**config.mk**
```make
export PLATFORM = sky130hd
export DESIGN_NAME = regfile
export DESIGN_NICKNAME = d
export VERILOG_FILES = /design/src/rtl/regfile.sv
export SDC_FILE = /design/constraint.sdc
export NUM_CORES = 2
export LEC_CHECK = 0
export BUFFER_PORTS_ARGS = -buffer_cell sky130_fd_sc_hd__buf_2
export CAP_MARGIN = 0
export CORE_ASPECT_RATIO = 2
export CORE_UTILIZATION = 55
export CTS_BUF_LIST = sky130_fd_sc_hd__clkbuf_4 sky130_fd_sc_hd__clkbuf_8
export CTS_CLUSTER_DIAMETER = 40
export DETAILED_ROUTE_END_ITERATION = 10
export GPL_TIMING_DRIVEN = 0
export PLACE_DENSITY_LB_ADDON = 0.05
export SLEW_MARGIN = 25
export SYNTH_ARGS = -nofsm -noshare
export SYNTH_HDL_FRONTEND = slang
export SYNTH_SLANG_ARGS = --single-unit
```
**constraint.sdc**
```tcl
create_clock -name Clk -period 33.9 [get_ports Clk]
set_input_delay 3.39 -clock Clk [delete_from_list [all_inputs] [get_ports Clk]]
set_output_delay 3.39 -clock Clk [all_outputs]
set_load 0.05 [all_outputs]
```
**src/rtl/regfile.sv**
```systemverilog
// regfile: 2**AW x DW register file with two combinational read ports and one write port; r0 reads as zero
// Ports: Clk clock; Clr async active-high clear; Rna/Rnb read register numbers -> Qa/Qb; Wn/D/We write port.
// Option: define REGFILE_BYPASS_EN to forward D to a read port that addresses the register being written.
module regfile #(
  parameter int DW = 32,
  parameter int AW = 5
) (
  input  logic          Clk,
  input  logic          Clr,
  input  logic [AW-1:0] Rna,
  input  logic [AW-1:0] Rnb,
  input  logic [AW-1:0] Wn,
  input  logic [DW-1:0] D,
  input  logic          We,
  output logic [DW-1:0] Qa,
  output logic [DW-1:0] Qb
);
  logic [DW-1:0] r [2**AW];
  always_ff @(posedge Clk or posedge Clr)
    if (Clr) r <= '{default: '0};
    else if (We && Wn != '0) r[Wn] <= D;
`ifdef REGFILE_BYPASS_EN
  always_comb begin
    Qa = Clr ? '0 : (We && Wn == Rna && Rna != '0) ? D : r[Rna];
    Qb = Clr ? '0 : (We && Wn == Rnb && Rnb != '0) ? D : r[Rnb];
  end
`else
  always_comb begin
    Qa = Clr ? '0 : r[Rna];
    Qb = Clr ? '0 : r[Rnb];
  end
`endif
endmodule

```
---- Yosys cells after proc, flatten, opt, wreduce, memory -nomap -nowiden ----
Cells that the tools add are included.
word-level totals
  flip-flop bits (word level) ............. 1024
  latch bits .............................. 0
  RAM bits ................................ 0
  bits in read-only memories .............. 0
  bits of input ports ..................... 50
  output and inout bits ................... 64
  logic and storage cells ................. 53
  memories ................................ 0
operators by class
  add/subtract/negate cells ............... 0
  multiply operators ...................... 0
  divide/modulo/power cells ............... 0
  order comparisons ....................... 4
  eq/ne operators ......................... 0
  shifts and indexed selects .............. 0
  multiplexer cells ....................... 11
  bitwise logic cells ..................... 3
  reduce and logical (&&, ||, !) cells .... 3
operators by type and width
  kind                                                                           number
  1024-bit bitwise mux                                                           1
  32-bit binary-select mux with 5-bit select                                     2
  32-bit 2-to-1 mux                                                              7
  32-bit demux with 5-bit select                                                 1
  6-bit >= comparator (second input constant)                                    3
  5-bit NOT with 6-bit output                                                    3
  6-bit by 1-bit less-than comparator with 1-bit output (second input constant)  1
  5-bit nonzero test                                                             1
  1-bit logical AND                                                              2

---- Depth between registers and ports, before layout ----
  word-level depth ........................ 6
  gate-level depth with buffers ........... 8
  gate-level depth less buffers ........... 4

---- Worst setup path after synthesis ----
OpenSTA, ideal clock, no wires.
  kind .................................... input to output
  from .................................... input Rnb[1]
  to ...................................... output Qb[19]
  arrival time ............................ 5.353 ns
  data required time ...................... 30.510 ns
  setup slack ............................. 25.157 ns
  cell stages on the path ................. 8
  path buffers ............................ 4
  cells stage by stage .................... buf_6 -> buf_6 -> buf_6 -> nor2b_2 -> buf_4 -> a221oi_1 -> o21ai_0 -> a31oi_1
on the way
  word-level cells in the longest chain between the ends .. 5
ends and longest elaborated chain
  item                                                   RTL line  RTL
  from (decl)                                            11        input logic [AW-1:0] Rnb,
  5-bit NOT with 6-bit output (not written as such)      30        Qb = Clr ? '0 : r[Rnb];
  32-bit binary-select mux with 5-bit select             30
  32-bit 2-to-1 mux (not written as such) (2 in series)  30
  32-bit 2-to-1 mux                                      30
  to (decl)                                              16        output logic [DW-1:0] Qb
Every way passes these cells. The select of a mux whose other input is x is not followed.

---- Worst setup path after layout ----
  from .................................... input Rnb[3]
  to ...................................... output Qb[22]
Same word-level chain as after synthesis.

==> impl_metrics.yaml <==
run_status:
  status: "completed"
clock_network:
  clk_latency_ns: 0.90
  cts-buffers-inserted: 154
  cts_root_buffer: "clkbuf_8"
  cts-hold-fix-buffers: 0
  cts_tree: "yes"
  cts.clk_slew.worst_paths_ns: 0.06
  cts.path.max_buffers: 3
  cts_max_level: 4
  cts_resized: 0
  postCtsSetupBuffers: 0
  clock-sinks: 1024
power:
  finalPower_mw: 3.56
  pwr_density_cell_mw_per_mm2: 58.9
  p_leak_nw: 26.6
  ir_drop_v: 0.0000473
die:
  io_pins: 114
  rows: 163
  die_area_mm2: 0.101
  core_mm2: 0.0985
  start_util_pct: 55.4
  die_h_um: 447
  fp.dieW_um: 225
timing:
  min_period_ns: 10.65
  slew_violations: 0
  slew_headroom_pct: 17.7
  fin_skew_ns: 0
  report.final.setup_viol: 0
  tightest_slew_ns: 1.23
  rsz0062_at_grt: "no"
  fmax_mhz: 93.9
  fin_crit_sh_pct: 31.4
  finalHoldViolCount: 0
synth:
  ys_ff_latch: 1024
  synth-edff-count: 0
  yosys.cell_types.count: 36
  async_flop_share_pct: 100
  yosysTopAreaCellShare_pct: 47.0
  synth.avg_cell_area_um2: 15.4
  yosysSeqAreaShare_pct: 47.0
  yosys.area.top_type: "dfrtp_1"
  synthTopCellsByArea: "dfrtp_1, mux2_2, mux4_2"
  yosysMostFrequentCell: "dfrtp_1"
  yosysWarnings: 0
  synth_area_mm2: 0.0546
  synth_common_cells: "dfrtp_1, mux2_2, mux4_2"
  syn_inst: 3547
  synth_ff_type: "dfrtp_1"
  synth.net_count: 3597
global_route:
  first_global_vias: 41400
  grt_max_degree: 104
  track_usage_pct: 46.9
  grt_pass1_wl_mm: 319
  gr-total-overflow: 0
  antenna_found_initial: 18
placement:
  place_inst: 4983
  gp_congestion: 1.03
  portBuffers: 104
  place_area_mm2: 0.0571
  dp_hpwl_mm: 166
final_layout:
  fin_area_mm2: 0.0604
  nNetsFinal: 3870
  final_layout_size_suffix_gt1_share_pct: 52.5
  area_growth_pct: 10.8
  largest_reg_flops: 1024
  post-route-util_pct: 61.4
  largestRegisters: "r x1024"
  stdcell_count: 5266
  regMostFlops: "r"
route:
  maxUsedRoutingLayer: "met5"
  num_vias: 38700
  antenna_left: 0
  drt_first_iter_violations: 3587
  met3_length_mm: 22.2
  post_drt_wl_per_cell_um: 43.8
  route.met2.wl_mm: 108
  dr.pass1.iters: 5
  drt-vias-per-instance: 7.34
  route.detailed.drc: 0
  wirelength_met1_mm: 73.3
  drt_wl_total_mm: 231
setup_path:
  cp_top_family: "buffers and inverters"
  critical_path_class: "in -> out"
  crit_fanout: 10
  crit_chain: "buf_2 > clkbuf_1 > nor2b_1 > clkbuf_1 > a22oi_1 > a31oi_1 > buf_2"
  startpoint_type: "input port"
  worst_setup_path_end_kind: "output port"
  worst-path-buf-inv: 4
  cpPeakStageDelay_ns: 0.83
  critPathRequiredTime_ns: 30.51
  arrival_ns: 7.26
  critPathSlowestCell: "clkbuf_1"
worst_hold_path:
  hold_path_class: "reg -> reg"
flow_run:
  drv_cap: 0
-- routing by layer --
metal  vias up  track usage [%]
met5         -                0
met4        12             46.1
met3      1208             14.2
met2      2770             73.5
met1     20300             49.7
li1      14400                -
-- final timing paths --
kind                                         start  depth (start not counted)                 end  slack (ns)
worst max-delay path                        Rnb[3]                          7              Qb[22]       23.25
worst min-delay path            r[999]$_DFFE_PP0P_                          1  r[999]$_DFFE_PP0P_        0.49
worst max register to register  r[352]$_DFFE_PP0P_                          1  r[352]$_DFFE_PP0P_       33.03
worst min register to register  r[999]$_DFFE_PP0P_                          1  r[999]$_DFFE_PP0P_        0.49
max in group asynchronous                      Clr                          5  r[369]$_DFFE_PP0P_       28.94
min in group asynchronous                      Clr                          2   r[16]$_DFFE_PP0P_        3.11
-- cell type report --
class	count	area, um2
clock inverter	30	251
antenna	11	27.5
buffer	419	2320
clock buffer	241	3050
inverter	3	18.8
timing repair buffer	117	850
sequential	1024	25600
tap	1320	1650
fill	7795	38100
multi-input combinational	2101	26700
-- cells by family (layout without fill, tap and decap cells) --
| family | count (synthesis) | in the layout | synth area share (%) |
|---|---|---|---|
| other | 0 | 11 | 0 |
| AOI/OAI and AO/OA | 299 | 299 | 4.21 |
| DFF | 1024 | 1024 | 47.0 |
| muxes | 1696 | 1696 | 43.7 |
| and+or+nand+nor | 106 | 106 | 0.878 |
| buffers and inverters | 422 | 810 | 4.21 |
-- cells in the final DEF, fill, tap and decap left out, types with 3 or more instances in the layout --
cell type	count
o2111ai_1	21
dfrtp_1	1024
clkbuf_2	25
clkinvlp_4	9
a22oi_1	64
mux4_1	10
o21ai_1	16
a221o_1	64
diode_2	11
nor2_1	19
clkbuf_1	165
nor3b_1	4
a31oi_1	64
buf_16	11
buf_6	21
mux2_2	979
clkbuf_4	44
nand2_1	58
mux2_1	13
mux4_2	438
o21ai_0	27
mux2i_1	256
bufinv_16	3
clkinv_2	17
buf_2	224
a221oi_1	43
buf_4	80
clkbuf_8	198
nand3b_1	4
buf_12	6
nor2b_1	5
nor2_2	4
-- report_power, final --
| part | internal, mW | total, mW | switching, mW |
|---|---|---|---|
| logic | 0.424 | 0.803 | 0.379 |
| clock network | 0.593 | 1.12 | 0.524 |
| registers | 1.45 | 1.64 | 0.187 |
-- stage by stage --
step	hold WS, ns	TNS (ns)	setup WS (ns)
after floorplan	0.441	0	1.60
after global placement	0.453	-7118.11	-7.07
after detailed placement	0.465	0	23.48
after CTS	0.483	0	23.46
after global routing	0.502	0	23.49
final	0.485	0	23.25
Note: power is estimated with default switching activity, not from simulation.
